### config.mk
export PLATFORM = sky130hd
export DESIGN_NAME = pixel_fetch_mc
export DESIGN_NICKNAME = d
export VERILOG_FILES = /design/src/rtl/gfx_fetch_pkg.sv /design/src/rtl/fetch_fifo.sv /design/src/rtl/pixel_fetch_mc.sv
export SDC_FILE = /design/constraint.sdc
export NUM_CORES = 1
export LEC_CHECK = 0
export ABC_AREA = 1
export CELL_PAD_IN_SITES_DETAIL_PLACEMENT = 2
export CELL_PAD_IN_SITES_GLOBAL_PLACEMENT = 2
export CORE_MARGIN = 2
export CORE_UTILIZATION = 42
export CTS_BUF_LIST = sky130_fd_sc_hd__clkbuf_16
export CTS_CLUSTER_DIAMETER = 30
export CTS_CLUSTER_SIZE = 28
export DETAILED_ROUTE_END_ITERATION = 12
export DONT_BUFFER_PORTS = 1
export PLACE_DENSITY = 0.86
export SLEW_MARGIN = 20
export SYNTH_ARGS = -nofsm -noshare
export SYNTH_HDL_FRONTEND = slang
export SYNTH_SLANG_ARGS = --single-unit
### constraint.sdc
create_clock -name clk -period 4.1 [get_ports clk]
set_clock_uncertainty 0.2 [all_clocks]
set_input_delay 0 -clock clk [delete_from_list [all_inputs] [get_ports clk]]
set_output_delay 0 -clock clk [all_outputs]
set_load 0.005 [all_outputs]
### src/rtl/gfx_fetch_pkg.sv
// Shared defaults, FSM state encoding and a constant clog2 helper for the pixel fetcher.
package gfx_fetch_pkg;

  localparam int PF_DATA_W    = 32;
  localparam int PF_ADDR_W    = 17;
  localparam int PF_NUM_ADDRS = 115200;

  // state | meaning:  IDLE no fetching | RUN fetch and deal | DRAIN discard stale responses
  typedef enum logic [1:0] {
    ST_IDLE  = 2'd0,
    ST_RUN   = 2'd1,
    ST_DRAIN = 2'd2
  } state_t;

  function automatic int clog2(input int value);
    int r;
    r = 0;
    for (int i = 0; i < 31; i++) begin
      if ((1 << i) < value) r = i + 1;
    end
    return r;
  endfunction

endpackage

### src/rtl/fetch_fifo.sv
// Synchronous FIFO with occupancy count; flush clears pointers and wins over push/pop.
module fetch_fifo
  import gfx_fetch_pkg::*;
#(
  parameter int DEPTH  = 8,
  parameter int DATA_W = 32
) (
  input  logic                    clk,
  input  logic                    rst_,
  input  logic                    push_i,
  input  logic                    pop_i,
  input  logic                    flush_i,
  input  logic [DATA_W-1:0]       wdata_i,
  output logic [DATA_W-1:0]       rdata_o,
  output logic [clog2(DEPTH):0]   count_o,
  output logic                    full_o,
  output logic                    empty_o
);
  localparam int AW = clog2(DEPTH);
  localparam int CW = AW + 1;

  logic [DATA_W-1:0] mem_q [DEPTH];
  logic [AW-1:0]     wr_q, rd_q;
  logic [CW-1:0]     cnt_q;
  logic              do_push, do_pop;

  assign empty_o = (cnt_q == '0);
  assign full_o  = (cnt_q == CW'(DEPTH));
  assign do_pop  = pop_i & ~empty_o;
  assign do_push = push_i & (~full_o | do_pop);
  assign count_o = cnt_q;
  assign rdata_o = mem_q[rd_q];

  always_ff @(posedge clk or negedge rst_) begin
    if (!rst_) begin
      wr_q  <= '0;
      rd_q  <= '0;
      cnt_q <= '0;
    end else if (flush_i) begin
      wr_q  <= '0;
      rd_q  <= '0;
      cnt_q <= '0;
    end else begin
      if (do_push) wr_q <= wr_q + AW'(1);
      if (do_pop)  rd_q <= rd_q + AW'(1);
      cnt_q <= cnt_q + CW'(do_push) - CW'(do_pop);
    end
  end

  // Storage carries no reset; only the pointers define what is valid.
  always_ff @(posedge clk) begin
    if (do_push && !flush_i) mem_q[wr_q] <= wdata_i;
  end

endmodule

### src/rtl/pixel_fetch_mc.sv
// Multi-channel pixel fetcher: credit-limited sequential reads, FIFO buffering, round-robin deal.
// Defining FETCH_STATS_EN adds the underrun_cnt / frame_cnt statistics outputs.
module pixel_fetch_mc
  import gfx_fetch_pkg::*;
#(
  parameter int DATA_W    = PF_DATA_W,
  parameter int ADDR_W    = PF_ADDR_W,
  parameter int NUM_ADDRS = PF_NUM_ADDRS,
  parameter int DEPTH     = 8,
  parameter int NUM_CH    = 3
) (
  input  logic              clk,
  input  logic              rst_,
  input  logic              start,
  input  logic              stop,
  input  logic [ADDR_W-1:0] base_addr,
  output logic [ADDR_W-1:0] req_addr,
  output logic              req_rts,
  input  logic              req_rtr,
  input  logic [DATA_W-1:0] rsp_data,
  input  logic              rsp_vld,
  output logic [DATA_W-1:0] out_data,
  output logic [NUM_CH-1:0] ch_rts,
  input  logic [NUM_CH-1:0] ch_rtr,
  output logic              frame_done,
  output logic              busy,
  output logic              err_ovf
`ifdef FETCH_STATS_EN
  ,
  output logic [31:0]       underrun_cnt,
  output logic [15:0]       frame_cnt
`endif
);
  localparam int CW  = clog2(DEPTH) + 1;
  localparam int OW  = (NUM_ADDRS > 1) ? clog2(NUM_ADDRS) : 1;
  localparam int CHW = (NUM_CH > 1) ? clog2(NUM_CH) : 1;

  state_t            state_q, state_d;
  logic [ADDR_W-1:0] base_q;
  logic [OW-1:0]     fetch_off_q, pop_off_q;
  logic [CW-1:0]     outst_q, drop_q, inflight_d, fifo_cnt;
  logic [CHW-1:0]    cur_ch_q;
  logic              frame_done_q, err_ovf_q;
  logic              fifo_full, fifo_empty, credit_ok;
  logic              req_xfc, pop_xfc, rsp_keep, rsp_drop;

  function automatic logic [OW-1:0] off_inc(input logic [OW-1:0] off);
    return (off == OW'(NUM_ADDRS - 1)) ? '0 : off + OW'(1);
  endfunction

  function automatic logic [CHW-1:0] ch_inc(input logic [CHW-1:0] ch);
    return (ch == CHW'(NUM_CH - 1)) ? '0 : ch + CHW'(1);
  endfunction

  fetch_fifo #(.DEPTH(DEPTH), .DATA_W(DATA_W)) u_fifo (
    .clk     (clk),
    .rst_    (rst_),
    .push_i  (rsp_keep),
    .pop_i   (pop_xfc),
    .flush_i (start),
    .wdata_i (rsp_data),
    .rdata_o (out_data),
    .count_o (fifo_cnt),
    .full_o  (fifo_full),
    .empty_o (fifo_empty)
  );

  assign credit_ok = ({1'b0, outst_q} + {1'b0, fifo_cnt}) < (CW + 1)'(DEPTH);
  assign req_rts   = (state_q == ST_RUN) & credit_ok;
  assign req_xfc   = req_rts & req_rtr;
  assign rsp_keep  = rsp_vld & (drop_q == '0);
  assign rsp_drop  = rsp_vld & (drop_q != '0);
  assign req_addr  = base_q + ADDR_W'(fetch_off_q);

  always_comb begin
    ch_rts = '0;
    for (int k = 0; k < NUM_CH; k++) begin
      ch_rts[k] = ~fifo_empty & (int'(cur_ch_q) == k);
    end
  end

  // A handover coinciding with start is void: the FIFO is flushed that cycle.
  assign pop_xfc = (|(ch_rts & ch_rtr)) & ~start;

  // Everything still in flight once this cycle settles is stale after a start.
  assign inflight_d = outst_q + drop_q + CW'(req_xfc) - CW'(rsp_vld);

  always_comb begin
    state_d = state_q;
    case (state_q)
      ST_IDLE:  state_d = ST_IDLE;
      ST_RUN:   if (stop) state_d = ST_IDLE;
      ST_DRAIN: if (drop_q == '0) state_d = ST_RUN;
      default:  state_d = ST_IDLE;
    endcase
    if (start) state_d = (inflight_d == '0) ? ST_RUN : ST_DRAIN;
  end

  always_ff @(posedge clk or negedge rst_) begin
    if (!rst_) state_q <= ST_IDLE;
    else       state_q <= state_d;
  end

  always_ff @(posedge clk or negedge rst_) begin
    if (!rst_) begin
      base_q       <= '0;
      fetch_off_q  <= '0;
      pop_off_q    <= '0;
      outst_q      <= '0;
      drop_q       <= '0;
      cur_ch_q     <= '0;
      frame_done_q <= 1'b0;
      err_ovf_q    <= 1'b0;
    end else begin
      frame_done_q <= pop_xfc & (pop_off_q == OW'(NUM_ADDRS - 1));
      err_ovf_q    <= err_ovf_q | (rsp_vld & fifo_full);
      if (start) begin
        base_q      <= base_addr;
        fetch_off_q <= '0;
        pop_off_q   <= '0;
        cur_ch_q    <= '0;
        outst_q     <= '0;
        drop_q      <= inflight_d;
      end else begin
        if (req_xfc) fetch_off_q <= off_inc(fetch_off_q);
        if (pop_xfc) begin
          pop_off_q <= off_inc(pop_off_q);
          cur_ch_q  <= ch_inc(cur_ch_q);
        end
        outst_q <= outst_q + CW'(req_xfc) - CW'(rsp_keep);
        drop_q  <= drop_q - CW'(rsp_drop);
      end
    end
  end

  assign frame_done = frame_done_q;
  assign err_ovf    = err_ovf_q;
  assign busy       = (state_q != ST_IDLE) | ~fifo_empty;

`ifdef FETCH_STATS_EN
  always_ff @(posedge clk or negedge rst_) begin
    if (!rst_) begin
      underrun_cnt <= '0;
      frame_cnt    <= '0;
    end else if (start) begin
      underrun_cnt <= '0;
      frame_cnt    <= '0;
    end else begin
      if ((state_q == ST_RUN) && fifo_empty && (underrun_cnt != '1))
        underrun_cnt <= underrun_cnt + 32'd1;
      if (frame_done_q) frame_cnt <= frame_cnt + 16'd1;
    end
  end
`else
  // Statistics build option off: no counters, datapath unchanged.
`endif

endmodule
# Word level (Yosys, flattened, before mapping)
# Memory sizes are Yosys's and may differ from the RTL's.
# Cells that the tools add are included.
totals:
  register_bits: 75
  latchBits: 0
  ram_bits: 256
  rom_bits: 0
  input_bits: 58
  out_inout_bits: 56
  wordCells: 95
  mem_count: 1
op_classes:
  addsub: 15
  multipliers: 0
  div: 0
  order_cmp: 1
  n_eq_ne: 10
  n_shift: 0
  muxes: 23
  bitwise: 19
  n_reduce_logical: 14
mem_list:
  columns: ["name", "words", "width", "read_ports", "rd_ports_with_merged_regs", "write_ports", "line_no", "source"]
  rows:
  - ["u_fifo.mem_q", 8, 32, 1, 0, 1, "fetch_fifo.sv:22", "logic [DATA_W-1:0] mem_q [DEPTH];"]
op_table:
  columns: ["operator", "n"]
  rows:
  - ["17-bit two-way mux", 6]
  - ["17-bit by 1-bit adder with 17-bit output (second input constant)", 2]
  - ["17-bit equality test (second input constant)", 2]
  - ["17-bit adder", 1]
  - ["4-bit by 1-bit subtractor with 4-bit output", 4]
  - ["2-bit two-way mux", 7]
  - ["4-bit by 1-bit adder with 4-bit output", 3]
  - ["1-bit bitwise AND", 12]
  - ["4-bit zero test", 3]
  - ["3-bit two-way mux", 4]
  - ["4-bit two-way mux", 3]
  - ["2-bit nonzero test", 5]
  - ["2-bit equality test (second input constant)", 4]
  - ["3-bit by 1-bit adder with 3-bit output (second input constant)", 2]
  - ["3-bit != test (second input constant)", 2]
  - ["4-bit by 4-bit adder with 5-bit output", 1]
  - ["5-bit by 4-bit < comparator with 1-bit output (second input constant)", 1]
  - ["4-bit adder", 1]
  - ["4-bit equality test (second input constant)", 1]
  - ["2-bit one-hot mux with 2 select lines", 1]
  - ["4-bit nonzero test", 1]
  - ["3-bit bitwise AND", 1]
  - ["1-bit NOT", 3]
  - ["1-bit bitwise OR", 3]
  - ["8 further kinds", 9]

# Depth between registers and ports, before layout
depth:
  ltp_word: 12
  mapped_depth: 15
  depth_no_buf: 15

# Cells and area by module
# A second synthesis with hierarchy kept.
hier_totals:
  hier_cells: 1543
  hier_area_um2: 15496.1
modules_own_cells:
  columns: ["module", "n_inst", "cells_each", "area_each_um2", "seq_area_each_um2"]
  rows:
  - ["fetch_fifo", 1, 874, 10680.2, 7937.6]
  - ["pixel_fetch_mc", 1, 669, 4815.9, 1626.6]

# Worst setup path before layout
# OpenSTA, ideal clock, no wires.
synth_path:
  path_kind: "register to register"
  startpoint: "register u_fifo.cnt_q[2] (netlist: u_fifo.count_o[2])"
  endpoint: "memory u_fifo.mem_q[1][0] (enable)"
  setup_time_ns: 0.421
  t_arrival_ns: 2.606
  required_time_ns: 3.479
  slack_ns: 0.873
  stages_incl_launch_ff: 10
  synth_period_minus_slack_ns: 3.227
  path_cell_list: "dfrtp_1 > inv_1 > ha_1 > nand2_1 > nand3_1 > nand3_2 > nand2_4 > nand2_4 > nand4_1 > nor2_1"
synth_via:
  elab_chain_len: 12
  elab_cells_between_ends: 16
  classes_between: "1 x eq/ne; 2 x mux; 10 x bitwise; 3 x reduce/logical"
synth_lines:
  columns: ["item", "line_no", "source"]
  rows:
  - ["start: declaration", "fetch_fifo.sv:24", "logic [CW-1:0] cnt_q;"]
  - ["start signal: assignment", "fetch_fifo.sv:46", "cnt_q <= cnt_q + CW'(do_push) - CW'(do_pop);"]
  - ["4-bit zero test", "fetch_fifo.sv:27", "assign empty_o = (cnt_q == '0);"]
  - ["1-bit NOT", "fetch_fifo.sv:29, pixel_fetch_mc.sv:78", null]
  - ["1-bit bitwise AND", "pixel_fetch_mc.sv:78", "ch_rts[k] = ~fifo_empty & (int'(cur_ch_q) == k);"]
  - ["3-bit bitwise AND", "pixel_fetch_mc.sv:83", "assign pop_xfc = (|(ch_rts & ch_rtr)) & ~start;"]
  - ["3-bit OR reduction", "pixel_fetch_mc.sv:83", null]
  - ["1-bit bitwise AND", "pixel_fetch_mc.sv:83", null]
  - ["1-bit bitwise AND", "fetch_fifo.sv:29", "assign do_pop = pop_i & ~empty_o;"]
  - ["1-bit bitwise OR (*)", "fetch_fifo.sv:30", "assign do_push = push_i & (~full_o | do_pop);"]
  - ["1-bit bitwise AND (*)", "fetch_fifo.sv:30", null]
  - ["1-bit logical AND (*)", "fetch_fifo.sv:52", "if (do_push && !flush_i) mem_q[wr_q] <= wdata_i;"]
  - ["1-bit two-way mux (*)", "fetch_fifo.sv:52", null]
  - ["1-bit two-way mux (not written as such) (*)", "fetch_fifo.sv:52", null]
  - ["end: declaration", "fetch_fifo.sv:22", null]
# Every way passes the cells marked *; elsewhere a longest branch is shown, timed or not.

# Final worst setup path
layout_path:
  startpoint: "register u_fifo.cnt_q[2] (netlist: u_fifo.count_o[2])"
  endpoint: "memory u_fifo.mem_q[1][6] (enable)"
# The elaborated chain is that of the path after synthesis.

==> out/metrics.cfg <==
[placed_design]
io_buffer_count=0
dp_hpwl_um=32500
place.gp.congestion=0.803

[clock_tree]
htree_levels=3
cts_num_sinks=331
postCtsSetupBuffers=0
postCtsHoldBufs=82
cts_tree=yes
clock_path_buffers=3
root_buffer=clkbuf_16
cts.repair.resized=0
numCtsBuffers=79
worstSkewPairLatency_ns=0.62
clkTransAtPathRegs_ns=0.06

[sta]
slew_violations=0
hold_viol=0
max_freq_mhz=271
period_share_pct=90.0
fin_setup_tns_ns=0
slew_headroom_pct=29.5
tightest_slew_ns=1.06
layout_min_cycle_time_ns=3.69
setup_viol=0
rsz0062_at_grt=no

[die]
die_h_um=194
initial_core_util_pct=42.6
die_w_um=194
std_cell_rows=69
floorplan.die_area_sq_mm=0.0377
core_area_sq_mm=0.0356
ioPinCount=114

[critical_path]
worst-endpoint-arrival_ns=3.76
path_class=reg -> reg
cp-start-kind=register
worst-endpoint-required_ns=4.17
crit_path_end_kind=register
worstPathMaxFanout=17

[global_routing]
grt_usage_pct=36.9
antenna_found_initial=2
grt_pass1_wl_um=102000
grt_remaining_overflow=0
first_global_vias=14702
grt_max_degree=129

[detailed_routing]
drc=0
vias=12730
vias_per_cell=6.10
dr.pass1.iters=5
ant_nets=0
drt_wl_total_um=69200
drtIter0Drc=1106
wl_per_cell_um=33.2

[synthesis]
yosys.area.top_type=edfxtp_1
synth_most_common_cell=nand2_1
yosys_warnings=0
ys.flop_type=edfxtp_1
syn-cell-area_sq_mm=0.0152
synth_area_leaders=edfxtp_1 (51%), dfrtp_1 (12%), nand2_1 (7.5%)
synth_nets=1537
yosysSeqAreaShare_pct=63.1
netlist_top_cells_count=nand2_1 (302), nor2_1 (268), edfxtp_1 (256), o21ai_0 (93), inv_1 (89)
synth-async-reset-ratio_pct=22.7
syn_avg_cell_area_sq_um=10.6
yosys.cell_types.count=41
synth_edf_count=256
ys_ff_latch=331
synthCells=1434
synth_top_area_share_pct=50.7

[finish]
nets=1661
syn_to_final_growth_pct=26.1
post-route-util_pct=53.8
drive_gt1_share_pct=10.8

[power_and_ir_drop]
power.internal_mw=8.61
power_leakage_nw=7.62
comb_power_share_pct=21.8
seqPwrFrac_pct=30.3
p_clk_share_pct=47.9
vdd_ir_drop_max_mv=0.486
pwr_density_cell_mw_per_mm2=692
p_switching_mw=4.63
sw_frac_of_total_pct=35.0

[run]
drv_cap=0

[min_path]
hold_class=in -> reg

[status]
outcome=completed

## area by class of cell
cell class,count,area (sq um)
diodes,2,5.00
multi-input cells,950,4990
fillers,3441,16400
clock inverters,68,613
flip-flops and latches,331,9570
clock buffers,79,1980
well taps,461,577
repair buffers,103,1040
inverters,93,353
## flip-flops by register name (all words and copies together) (netlist names), 2 cells and up
| name | cells |
|---|---|
| u_fifo.count_o | 4 |
| u_fifo.mem_q | 256 |
| u_fifo.rd_q | 3 |
| pop_off_q | 17 |
| base_q | 17 |
| drop_q | 4 |
| cur_ch_q | 2 |
| outst_q | 4 |
| state_q | 2 |
| u_fifo.wr_q | 3 |
| fetch_off_q | 17 |
## worst max-delay path, stage by stage (launching register included)
cell and delay, ns:
dfrtp_1 0.37, inv_1 0.11, ha_1 0.23, nand2_1 0.20, nand3_1 0.16, nand3_2 0.19
nand2_4 0.17, nand2_4 0.14, nand4_1 0.41, nor2_4 0.74, buf_4 0.41
## per-stage QoR
stage	cell area, sq um	hold slack (ns)	instances	power [mW]	worst slack, ns
floorplan	15200	-0.496	1434	5.65	0.873
detailed placement	15700	-0.490	1856	6.36	0.710
finish	19100	0.0680	2087	13.2	0.412
global route	19100	0.0765	2086	13.6	0.291
global placement	15700	-0.490	1856	6.09	0.942
CTS	19100	0.0410	2085	13.0	0.527
## power by group through the flow
stage | sequential (mW) | combinational (mW) | clock [mW]
3_5_place_dp | 4.03 | 2.34 | 0
4_1_cts | 3.99 | 2.71 | 6.29
5_1_grt | 4.02 | 3.06 | 6.52
3_3_place_gp | 4.01 | 2.08 | 0
6_report | 4.01 | 2.89 | 6.34
2_1_floorplan | 3.87 | 1.78 | 0
## layer usage
metal  share of wire (%)  track usage, %
met3                 5.3            7.50
met2                  52            65.7
met5                   0               0
met1                  37            40.6
met4                 6.2            22.0
## layout by cell type (no fill, tap or decap), types with 8 or more instances in the layout
cell type	n
nand4_1	19
buf_4	20
clkinv_2	9
dfrtp_1	73
a21oi_1	27
nor2_1	260
edfxtp_1	256
nand2_1	302
o32ai_1	64
bufinv_16	8
o21ai_0	93
nand3_1	39
xor2_1	18
nor3_1	10
xnor2_1	12
inv_1	112
clkbuf_16	79
nor2_4	12
ha_1	40
dlygate4sd3_1	79
clkinv_1	14
## path summary, 6_finish.rpt
kind                                                  start                            end  slack [ns]  depth (start not counted)
worst max-delay path            u_fifo.count_o[2]$_DFF_PN0_   u_fifo.mem_q[1][6]$_DFFE_PP_        0.41                         10
worst min-delay path                           rsp_data[25]  u_fifo.mem_q[0][25]$_DFFE_PP_        0.07                          1
worst max register to register  u_fifo.count_o[2]$_DFF_PN0_   u_fifo.mem_q[1][6]$_DFFE_PP_        0.41                         10
worst min register to register        base_q[7]$_DFFE_PN0P_          base_q[7]$_DFFE_PN0P_        0.30                          2
max in group asynchronous                              rst_     u_fifo.rd_q[1]$_DFFE_PN0P_        2.82                          4
min in group asynchronous                              rst_    fetch_off_q[14]$_DFFE_PN0P_        0.48                          4
## logic make-up after synthesis
family	after synthesis	synth area share [%]
AND/OR/NAND/NOR	665	18.0
XOR/XNOR	30	1.73
AO/OA/AOI/OAI	210	8.85
adder cells (fa/ha/maj)	45	3.96
flip-flops	331	63.1
buffers and inverters	153	4.44
Power figures use the tool's default switching activity.
